`src/rtl/icache_pkg.sv`:
```
// Shared icache geometry and loader state encoding.
package icache_pkg;

    localparam int ICACHE_ADDR_W = 12;
    localparam int ICACHE_DATA_W = 32;
    localparam int ICACHE_DEPTH  = 4096;

    typedef enum logic [1:0] {
        IDLE = 2'd0,
        HDR  = 2'd1,
        DATA = 2'd2,
        DONE = 2'd3
    } loader_state_t;

endpackage

```
`src/rtl/byte_word_packer.sv`:
```
// Little-endian byte-to-word assembler; word_vld is combinational on the last byte.
// Never stalls: every qualified byte is absorbed in the cycle it arrives.
module byte_word_packer #(
    parameter int BYTE_W = 8,
    parameter int DATA_W = 32,
    localparam int LANES = DATA_W / BYTE_W,
    localparam int IDX_W = $clog2(LANES)
) (
    input  logic              clk,
    input  logic              rst_n,
    input  logic              i_clr,
    input  logic              i_vld,
    input  logic [BYTE_W-1:0] i_byte,
    input  logic [IDX_W-1:0]  i_last_idx,
    output logic [DATA_W-1:0] o_word,
    output logic              o_word_vld
);

    logic [IDX_W-1:0]  r_idx;
    logic [DATA_W-1:0] r_word;
    logic [DATA_W-1:0] w_word;

    // Current byte merged into its lane so the completed word is usable on the same edge.
    always_comb begin
        w_word = r_word;
        for (int i = 0; i < LANES; i++) begin
            if (r_idx == IDX_W'(i)) begin
                w_word[i*BYTE_W +: BYTE_W] = i_byte;
            end
        end
    end

    assign o_word     = w_word;
    assign o_word_vld = i_vld && (r_idx == i_last_idx);

    always_ff @(posedge clk or negedge rst_n) begin
        if (!rst_n) begin
            r_idx  <= '0;
            r_word <= '0;
        end else if (i_clr) begin
            r_idx  <= '0;
            r_word <= '0;
        end else if (i_vld) begin
            r_word <= w_word;
            r_idx  <= (r_idx == i_last_idx) ? '0 : r_idx + IDX_W'(1);
        end
    end

endmodule

```
`src/rtl/icache_loader.sv`:
```
// Loads the icache from a byte stream: 2-byte LE length header, then LE words.
// One registered write per word, one cycle after its 4th byte; accepts a byte every cycle in HDR/DATA.
module icache_loader
    import icache_pkg::*;
#(
    parameter int ADDR_W = ICACHE_ADDR_W,
    parameter int DATA_W = ICACHE_DATA_W,
    parameter int BYTE_W = 8,
    parameter int LEN_W  = 16
) (
    input  logic              clk,
    input  logic              rst_n,
    input  logic              start,
    input  logic              abort,
    input  logic [ADDR_W-1:0] base_addr,
    input  logic              in_valid,
    input  logic [BYTE_W-1:0] in_data,
    output logic              in_ready,
    output logic              wr_en,
    output logic [ADDR_W-1:0] wr_addr,
    output logic [DATA_W-1:0] wr_data,
    output logic              busy,
    output logic              done,
    output logic              error,
    output logic [ADDR_W:0]   words_written
);

    localparam int LANES = DATA_W / BYTE_W;
    localparam int IDX_W = $clog2(LANES);
    localparam logic [IDX_W-1:0] HDR_LAST  = IDX_W'(LEN_W / BYTE_W - 1);
    localparam logic [IDX_W-1:0] DATA_LAST = IDX_W'(LANES - 1);
    localparam logic [LEN_W:0]   MAX_LEN   = (LEN_W + 1)'(1) << ADDR_W;

    loader_state_t     r_state;
    loader_state_t     w_nxt_state;
    logic [ADDR_W-1:0] r_addr_cnt;
    logic [LEN_W-1:0]  r_len;
    logic              r_wr_en;
    logic [ADDR_W-1:0] r_wr_addr;
    logic [DATA_W-1:0] r_wr_data;
    logic              r_done;
    logic              r_error;
    logic [ADDR_W:0]   r_words;

    logic              w_busy;
    logic              w_accept;
    logic              w_pk_vld;
    logic              w_pk_clr;
    logic [IDX_W-1:0]  w_last_idx;
    logic [DATA_W-1:0] w_pk_word;
    logic              w_pk_word_vld;
    logic [LEN_W-1:0]  w_hdr_len;
    logic              w_len_bad;
    logic [ADDR_W:0]   w_words_nxt;
    logic              w_last_word;

    assign w_busy      = (r_state == HDR) || (r_state == DATA);
    assign w_accept    = in_valid && w_busy;
    // A byte arriving with abort is dropped before it reaches the packer.
    assign w_pk_vld    = w_accept && !abort;
    assign w_pk_clr    = ((r_state == IDLE) && start) || (w_busy && abort);
    assign w_last_idx  = (r_state == HDR) ? HDR_LAST : DATA_LAST;
    assign w_hdr_len   = w_pk_word[LEN_W-1:0];
    assign w_len_bad   = (w_hdr_len == '0) || ({1'b0, w_hdr_len} > MAX_LEN);
    assign w_words_nxt = r_words + (ADDR_W + 1)'(1);
    assign w_last_word = (LEN_W'(w_words_nxt) == r_len);

    byte_word_packer #(
        .BYTE_W (BYTE_W),
        .DATA_W (DATA_W)
    ) u_packer (
        .clk        (clk),
        .rst_n      (rst_n),
        .i_clr      (w_pk_clr),
        .i_vld      (w_pk_vld),
        .i_byte     (in_data),
        .i_last_idx (w_last_idx),
        .o_word     (w_pk_word),
        .o_word_vld (w_pk_word_vld)
    );

    always_comb begin
        w_nxt_state = r_state;
        case (r_state)
            IDLE: if (start) w_nxt_state = HDR;
            HDR: begin
                if (abort)              w_nxt_state = IDLE;
                else if (w_pk_word_vld) w_nxt_state = w_len_bad ? IDLE : DATA;
            end
            DATA: begin
                if (abort)                             w_nxt_state = IDLE;
                else if (w_pk_word_vld && w_last_word) w_nxt_state = DONE;
            end
            DONE:    w_nxt_state = IDLE;
            default: w_nxt_state = IDLE;
        endcase
    end

    always_ff @(posedge clk or negedge rst_n) begin
        if (!rst_n) begin
            r_state    <= IDLE;
            r_addr_cnt <= '0;
            r_len      <= '0;
            r_wr_en    <= 1'b0;
            r_wr_addr  <= '0;
            r_wr_data  <= '0;
            r_done     <= 1'b0;
            r_error    <= 1'b0;
            r_words    <= '0;
        end else begin
            r_state <= w_nxt_state;
            r_wr_en <= 1'b0;
            case (r_state)
                IDLE: begin
                    if (start) begin
                        r_addr_cnt <= base_addr;
                        r_done     <= 1'b0;
                        r_error    <= 1'b0;
                        r_words    <= '0;
                    end
                end
                HDR: begin
                    if (abort) begin
                        r_error <= 1'b1;
                    end else if (w_pk_word_vld) begin
                        r_len <= w_hdr_len;
                        if (w_len_bad) r_error <= 1'b1;
                    end
                end
                DATA: begin
                    if (abort) begin
                        r_error <= 1'b1;
                    end else if (w_pk_word_vld) begin
                        r_wr_en    <= 1'b1;
                        r_wr_addr  <= r_addr_cnt;
                        r_wr_data  <= w_pk_word;
                        r_addr_cnt <= r_addr_cnt + ADDR_W'(1);
                        r_words    <= w_words_nxt;
                        // done is raised on entry so it is already high during DONE.
                        if (w_last_word) r_done <= 1'b1;
                    end
                end
                default: ;
            endcase
        end
    end

    assign in_ready      = w_busy;
    assign busy          = w_busy;
    assign wr_en         = r_wr_en;
    assign wr_addr       = r_wr_addr;
    assign wr_data       = r_wr_data;
    assign done          = r_done;
    assign error         = r_error;
    assign words_written = r_words;

endmodule

```
`config.mk`:
```
export PLATFORM = sky130hd
export DESIGN_NAME = icache_loader
export DESIGN_NICKNAME = d
export VERILOG_FILES = /design/src/rtl/icache_pkg.sv /design/src/rtl/byte_word_packer.sv /design/src/rtl/icache_loader.sv
export SDC_FILE = /design/constraint.sdc
export NUM_CORES = 1
export LEC_CHECK = 0
export ABC_CLOCK_PERIOD_IN_PS = 8000
export BUFFER_PORTS_ARGS = -buffer_cell sky130_fd_sc_hd__buf_2
export CAP_MARGIN = 20
export CORE_UTILIZATION = 51
export DETAILED_ROUTE_END_ITERATION = 8
export PLACE_DENSITY = 0.81
export SKIP_CTS_REPAIR_TIMING = 1
export SYNTH_ARGS = -nofsm -noshare
export SYNTH_HDL_FRONTEND = slang
export SYNTH_HIERARCHICAL = 1
export SYNTH_SLANG_ARGS = --single-unit
```
`constraint.sdc`:
```
create_clock -name clk -period 8 [get_ports clk]
set_clock_uncertainty 0.1 [all_clocks]
set_input_delay 1.6 -clock clk [delete_from_list [all_inputs] [get_ports clk]]
set_output_delay 1.6 -clock clk [all_outputs]
set_load 0.005 [all_outputs]
```
==> results of run 1 <==
[how the worst max path moves through the flow]
stage	startpoint	endpoint	slack, ps
after floorplan	abort	r_addr_cnt[8]	4280
after global placement	abort	r_addr_cnt[11]	2850
after detailed placement	abort	r_addr_cnt[11]	2680
after CTS	abort	r_addr_cnt[11]	3070
after global routing	abort	r_addr_cnt[8]	2900
final	abort	r_addr_cnt[8]	3170
[registers in the layout, summed over array words and instances (netlist names)]
| signal | flops |
|---|---|
| u_packer/r_word | 32 |
| error | 1 |
| u_packer/r_idx | 2 |
| done | 1 |
| wr_en | 1 |
| r_state | 2 |
| words_written | 13 |
| wr_addr | 12 |
| r_len | 16 |
| wr_data | 32 |
| r_addr_cnt | 12 |
[cell usage after synthesis, drive strengths merged, types with 2 or more instances]
cell / n
o31ai: 5
o21ai: 32
inv: 12
ha: 10
o41ai: 2
nand3: 18
dfrtp: 124
nor3b: 4
xnor2: 12
mux2: 50
a21oi: 20
o22ai: 3
xor2: 7
nor2b: 3
and3: 9
buf: 15
nor3: 3
a31o: 2
a22o: 2
nand4: 4
or3: 2
nand2: 153
and2: 2
clkbuf: 19
nor2: 49
a2bb2oi: 2
nor4: 6
mux2i: 39
nand2b: 9
a31oi: 2
[cells by family (layout without fill, tap and decap cells)]
group / Yosys count / count (layout) / share of synthesized area [%]
xor+xnor: 19 / 19 / 2.626
buf+inv: 46 / 134 / 3.712
flops: 124 / 124 / 48.97
mux: 89 / 89 / 17.00
compound gates: 76 / 76 / 7.189
fa+ha+maj: 10 / 10 / 1.975
simple gates: 265 / 265 / 18.46
other cells: 1 / 2 / 0.05918
[stage by stage]
stage / std cells / hold slack, ps / instance area (sq um)
after detailed placement: 855 / 356.7 / 6824
after floorplan: 631 / 353.9 / 6340
after global placement: 855 / 354.3 / 6824
after global routing: 887 / 388.4 / 7417
final: 887 / 365.4 / 7417
after CTS: 886 / 373.3 / 7410
[power by group]
part / switching (mW) / leakage (nW) / internal [mW]
logic: 0.361 / 1.80 / 0.272
clock network: 0.288 / 0.270 / 0.465
registers: 0.0869 / 1.69 / 0.723
total: 0.737 / 3.76 / 1.46
[area by class of cell]
class / count / area [sq um] / share of cell area (%)
clock buffers: 18 / 439.2 / 5.921
clock inverters: 13 / 146.4 / 1.974
inverters: 12 / 45.04 / 0.6073
multi-input cells: 461 / 3003 / 40.49
flip-flops and latches: 124 / 3103 / 41.84
well taps: 168 / 210.2 / 2.834
repair buffers: 91 / 470.5 / 6.343
[layer usage]
layer	GRT usage, %	vias up	share of wire [%]
li1	-	2279	-
met1	30.72	2436	44
met2	42.44	159	50
met3	5.420	23	4.4
met4	9.386	0	1.6
met5	0	-	0
[critical path, stage by stage]
cell and delay (ps):
buf_2 110, inv_1 120, and3_2 900, and3_1 400
nand2_1 120, inv_2 590, o21a_1 680, o21ai_0 200
a22oi_1 220, nand2_1 70
==> results.json, run 1 <==
{
  "first_pass_iters": 5,
  "outcome": "completed",
  "critPathArrivalTime_ps": 5040,
  "grt_max_degree": 64,
  "ys_seq_elements": 124,
  "worstMarginPinSlew_ps": 1044,
  "slew_headroom_pct": 30.42,
  "p_leak_nw": 3.763,
  "nets": 742,
  "place_ws_ps": 2677,
  "grt_setup_unrepaired": "false",
  "final_common_cell": "nand2_1",
  "reg2reg_to": "r_addr_cnt[8]",
  "gp_congestion": 0.8329,
  "syn_avg_cell_area_sq_um": 10.06,
  "nFillCells": 972,
  "grt_pass1_wl_microns": 24590,
  "routed_wl_microns": 15110,
  "reg2regPathDepth": 10,
  "vdd_ir_drop_max_uv": 155.0,
  "syn_to_final_growth_pct": 17.06,
  "h-tree-depth": 4,
  "netlist.area_leader.share_pct": 48.97,
  "post-route-util_pct": 61.49,
  "cts.sink_count": 124,
  "wire_per_inst_microns": 17.03,
  "finalMaxSlewViolations": 0,
  "rrSetupSlack_ps": 3690,
  "die_area_sq_mm": 0.01287,
  "max-clock-path-buffers": 2,
  "synthTopCellsByArea": "dfrtp_1 49%, nand2_1 9.1%, mux2_4 7.8%, mux2i_1 6.2%, mux2_2 3.0%",
  "synth_edf_count": 0,
  "dp_hpwl_microns": 10130,
  "grt_overflow": 0,
  "totalPowerFinal_mw": 2.196,
  "crit_path_max_fanout": 46,
  "vias": 4897,
  "hold_start": "wr_addr[4]",
  "max-cap-violations": 0,
  "num_rows": 40,
  "grt_util_all_layers_pct": 24.79,
  "cts_tree": "built",
  "cts_made_buffers": 17,
  "required_ps": 8210,
  "dieHeight_microns": 113.5,
  "clk_latency_ps": 420,
  "antenna_cells": 0,
  "die_w_microns": 113.5,
  "post-route-period-util_pct": 60.35,
  "yosys_most_used_dff": "dfrtp_1",
  "finalSetupViolations": 0,
  "portBuffers": 86,
  "cp-end-kind": "flop",
  "io_pins": 87,
  "start_util_pct": 52.53,
  "ys_seq_area_share_pct": 48.97,
  "detail_route.iter0.violations": 582,
  "grt_pass1_vias": 4934,
  "ant_nets": 0,
  "hold_depth": 2,
  "powerDensity_mw_per_mm2": 296.1,
  "yosys_warnings": 6,
  "hold_viol_final": 0,
  "worstSetupPathType": "in2reg",
  "vias_per_cell": 5.521,
  "antenna_found_initial": 0,
  "drc_errors": 0,
  "min_path_type": "reg2reg",
  "setup_tns_ps": 0,
  "ctsRootBufferMaster": "clkbuf_16",
  "path_clk_slew_ps": 60,
  "core_area_sq_mm": 0.01206,
  "layout-drive-gt1-share_pct": 25.45,
  "synth_cell_type_count": 53,
  "syn_inst": 630,
  "setup_ws_ps": 3172,
  "layout_common_cells": "153 x nand2_1, 124 x dfrtp_1, 85 x buf_2",
  "max_freq_mhz": 207.1,
  "layout_min_cycle_time_ps": 4828,
  "timing.rr.start": "r_state[1]",
  "holdPathEnd": "wr_addr[4]",
  "worst_setup_path_start_kind": "input pin",
  "yosysTopAreaCell": "dfrtp_1",
  "async_reset_ff_share_pct": 100.0,
  "netlist_area_sq_mm": 0.006336
}
Note: power is estimated with default switching activity, not from simulation.
==> run 2, diff against run 1 <==
--- a/config.mk
+++ b/config.mk
@@ -5,12 +5,13 @@
 export SDC_FILE = /design/constraint.sdc
 export NUM_CORES = 1
 export LEC_CHECK = 0
-export ABC_CLOCK_PERIOD_IN_PS = 8000
+export ABC_AREA = 1
+export ABC_CLOCK_PERIOD_IN_PS = 3900
 export BUFFER_PORTS_ARGS = -buffer_cell sky130_fd_sc_hd__buf_2
 export CAP_MARGIN = 20
 export CORE_UTILIZATION = 51
 export DETAILED_ROUTE_END_ITERATION = 8
-export PLACE_DENSITY = 0.81
+export PLACE_DENSITY = 0.84
 export SKIP_CTS_REPAIR_TIMING = 1
 export SYNTH_ARGS = -nofsm -noshare
 export SYNTH_HDL_FRONTEND = slang
==> constraint.sdc (replaced) <==
create_clock -name clk -period 3.9 [get_ports clk]
set_clock_uncertainty 0.1 [all_clocks]
set_input_delay 0.78 -clock clk [delete_from_list [all_inputs] [get_ports clk]]
set_output_delay 0.78 -clock clk [all_outputs]
set_load 0.005 [all_outputs]
==> results.json, run 2 <==
{
  "worstPathCellList": "inv_1 -> ha_1 -> nand2_1 -> nor2_1 -> inv_1 -> nor2_1 -> nand2_1 -> a21oi_2 -> inv_1 -> a21oi_1 -> o21ai_0 -> o21a_1",
  "dieHeight_microns": 111.7,
  "required_ps": 4110,
  "reg2regPathDepth": 12,
  "slew_headroom_pct": 37.39,
  "detail_route.iter0.violations": 555,
  "hold_viol_final": 0,
  "synth.most_common_cell": "nand2_1",
  "rrSetupSlack_ps": 850,
  "yosys_warnings": 6,
  "yosys_most_used_dff": "dfrtp_1",
  "ys_seq_area_share_pct": 50.53,
  "synthTopCellsByArea": "dfrtp_1 51%, nand2_1 16%, o21ai_0 8.9%, inv_1 6.5%, ha_1 2.0%",
  "timing.rr.start": "r_state[0]",
  "syn_to_final_growth_pct": 17.85,
  "reg2reg_to": "r_addr_cnt[4]",
  "violations": "design-rule violations",
  "cpMostUsedCell": "inv_1",
  "syn_inst": 780,
  "nets": 897,
  "vdd_ir_drop_max_uv": 354.7,
  "grt_overflow": 0,
  "crit_path_max_fanout": 23,
  "cp-startpoint": "r_state[0]",
  "crit_end": "r_addr_cnt[4]",
  "worstMarginPinSlew_ps": 938.1,
  "vias_per_cell": 5.278,
  "first_pass_iters": 8,
  "grt_pass1_wl_microns": 24520,
  "instances_no_fill": 1018,
  "gp_congestion": 0.8371,
  "max-clock-path-buffers": 2,
  "io_pins": 87,
  "place_inst": 986,
  "setup_ws_ps": 850.0,
  "max-cap-violations": 0,
  "start_util_pct": 53.10,
  "post-route-util_pct": 62.58,
  "routed_wl_microns": 14520,
  "yosysTopAreaCell": "dfrtp_1",
  "cp-end-kind": "flop",
  "cts_tree": "built",
  "ant_nets": 0,
  "cp_top_family": "compound AO/OA/AOI/OAI gates",
  "cts.sink_count": 124,
  "finalSetupViolations": 0,
  "place_ws_ps": 835.9,
  "yosys-top-cells-count": "256 x nand2_1, 124 x dfrtp_1, 109 x o21ai_0",
  "grt_util_all_layers_pct": 25.08,
  "worstSetupPathType": "reg2reg",
  "vias": 5373,
  "cpPeakStageDelay_ps": 710,
  "p_leak_nw": 3.726,
  "final_common_cell": "nand2_1",
  "drc_errors": 9,
  "antenna_cells": 0,
  "path_clk_slew_ps": 60,
  "cp_slowest_cell": "a21oi_2",
  "layout_common_cells": "256 x nand2_1, 124 x dfrtp_1, 109 x o21ai_0",
  "post-route-period-util_pct": 78.21,
  "crit_cells": 12,
  "grt_max_degree": 77,
  "num_rows": 39,
  "synth_edf_count": 0,
  "cts_made_buffers": 17,
  "finalMaxSlewViolations": 0,
  "min_path_type": "in2async",
  "setup_tns_ps": 0,
  "worst_setup_path_start_kind": "flop",
  "netlist_area_sq_mm": 0.006141,
  "layout-drive-gt1-share_pct": 16.34,
  "layout_min_cycle_time_ps": 3050,
  "die_w_microns": 111.7,
  "max_freq_mhz": 327.9,
  "outcome": "finished, violations left",
  "wire_per_inst_microns": 14.26,
  "ctsRootBufferMaster": "clkbuf_16",
  "grt_pass1_vias": 5089,
  "powerDensity_mw_per_mm2": 605.9,
  "portBuffers": 86,
  "grt_setup_unrepaired": "false",
  "netlist.area_leader.share_pct": 50.53,
  "die_area_sq_mm": 0.01248,
  "core_area_sq_mm": 0.01156,
  "ys_seq_elements": 124,
  "antenna_found_initial": 0,
  "synth_cell_type_count": 40,
  "h-tree-depth": 4,
  "dp_hpwl_microns": 9653,
  "critPathArrivalTime_ps": 3260,
  "path_buf_inv": 3,
  "nFillCells": 986,
  "clk_latency_ps": 420,
  "async_reset_ff_share_pct": 100.0,
  "syn_avg_cell_area_sq_um": 7.873
}
[run 2: cell count changes in the layout (fill, tap and decap cells not counted), sizes merged, moves of 5 or more]
cell | before | now
nand2 | 153 | 259
inv | 12 | 113
o21ai | 32 | 127
mux2 | 50 | 0
mux2i | 39 | 0
nor2 | 49 | 35
xnor2 | 12 | 1
a21oi | 20 | 10
o22ai | 3 | 13
and3 | 9 | 0
nand2b | 9 | 0
nand3 | 18 | 27
nor4 | 6 | 1
o31ai | 5 | 0
[run 2: logic make-up (layout without fill, tap and decap cells)]
logic type      count (synthesis)  count (layout)  share of synthesized area, %
buf+inv                       140             234                         9.270
simple gates                  337             337                         22.92
other cells                     1               2                       0.06107
fa+ha+maj                      10              10                         2.037
compound gates                161             161                         13.96
flops                         124             124                         50.53
xor+xnor                        7               7                         1.222
[run 2: cell type report]
cell class              instances  area [sq um]  share of cell area (%)
multi-input cells             517          2472                   34.16
repair buffers                 90         475.5                   6.570
clock inverters                11         116.4                   1.608
inverters                     112         420.4                   5.809
clock buffers                  21         470.5                   6.501
flip-flops and latches        124          3103                   42.88
well taps                     143         178.9                   2.472
[run 2: worst min-delay path by stage]
stage | to | slack, ps | depth (start not counted)
final | wr_data[4] | 280 | 1
after global routing | wr_data[4] | 330 | 1
after CTS | r_len[9] | 290 | 1
after detailed placement | wr_data[22] | 360 | 2
after global placement | wr_data[30] | 350 | 2
after floorplan | r_len[13] | 350 | 2
[run 2: where the power goes]
group          internal, mW  switching, mW
Sequential             1.47          0.121
Combinational         0.390          0.858
Clock                 0.985          0.563
[run 2: worst register-to-register path: stages (launching register included)]
cell	delay, ps
dfrtp_1	390
inv_1	80
ha_1	320
nand2_1	60
nor2_1	200
inv_1	70
nor2_1	260
nand2_1	150
a21oi_2	710
inv_1	220
a21oi_1	180
o21ai_0	100
o21a_1	120
[run 2: stage by stage]
stage	area [sq um]	power (mW)	hold slack [ps]
CTS	7237	4.395	293.3
global placement	6650	2.785	350.7
global route	7237	4.660	328.9
floorplan	6145	2.514	353.0
finish	7237	4.385	279.0
detailed placement	6650	2.825	357.9
[run 2: per-layer routing]
metal	global-route usage [%]	vias up	wire length (microns)
met1	33.93	2540	6436
li1	-	2637	-
met2	39.25	178	6931
met5	0	-	0
met4	8.649	0	196
met3	6.587	18	951
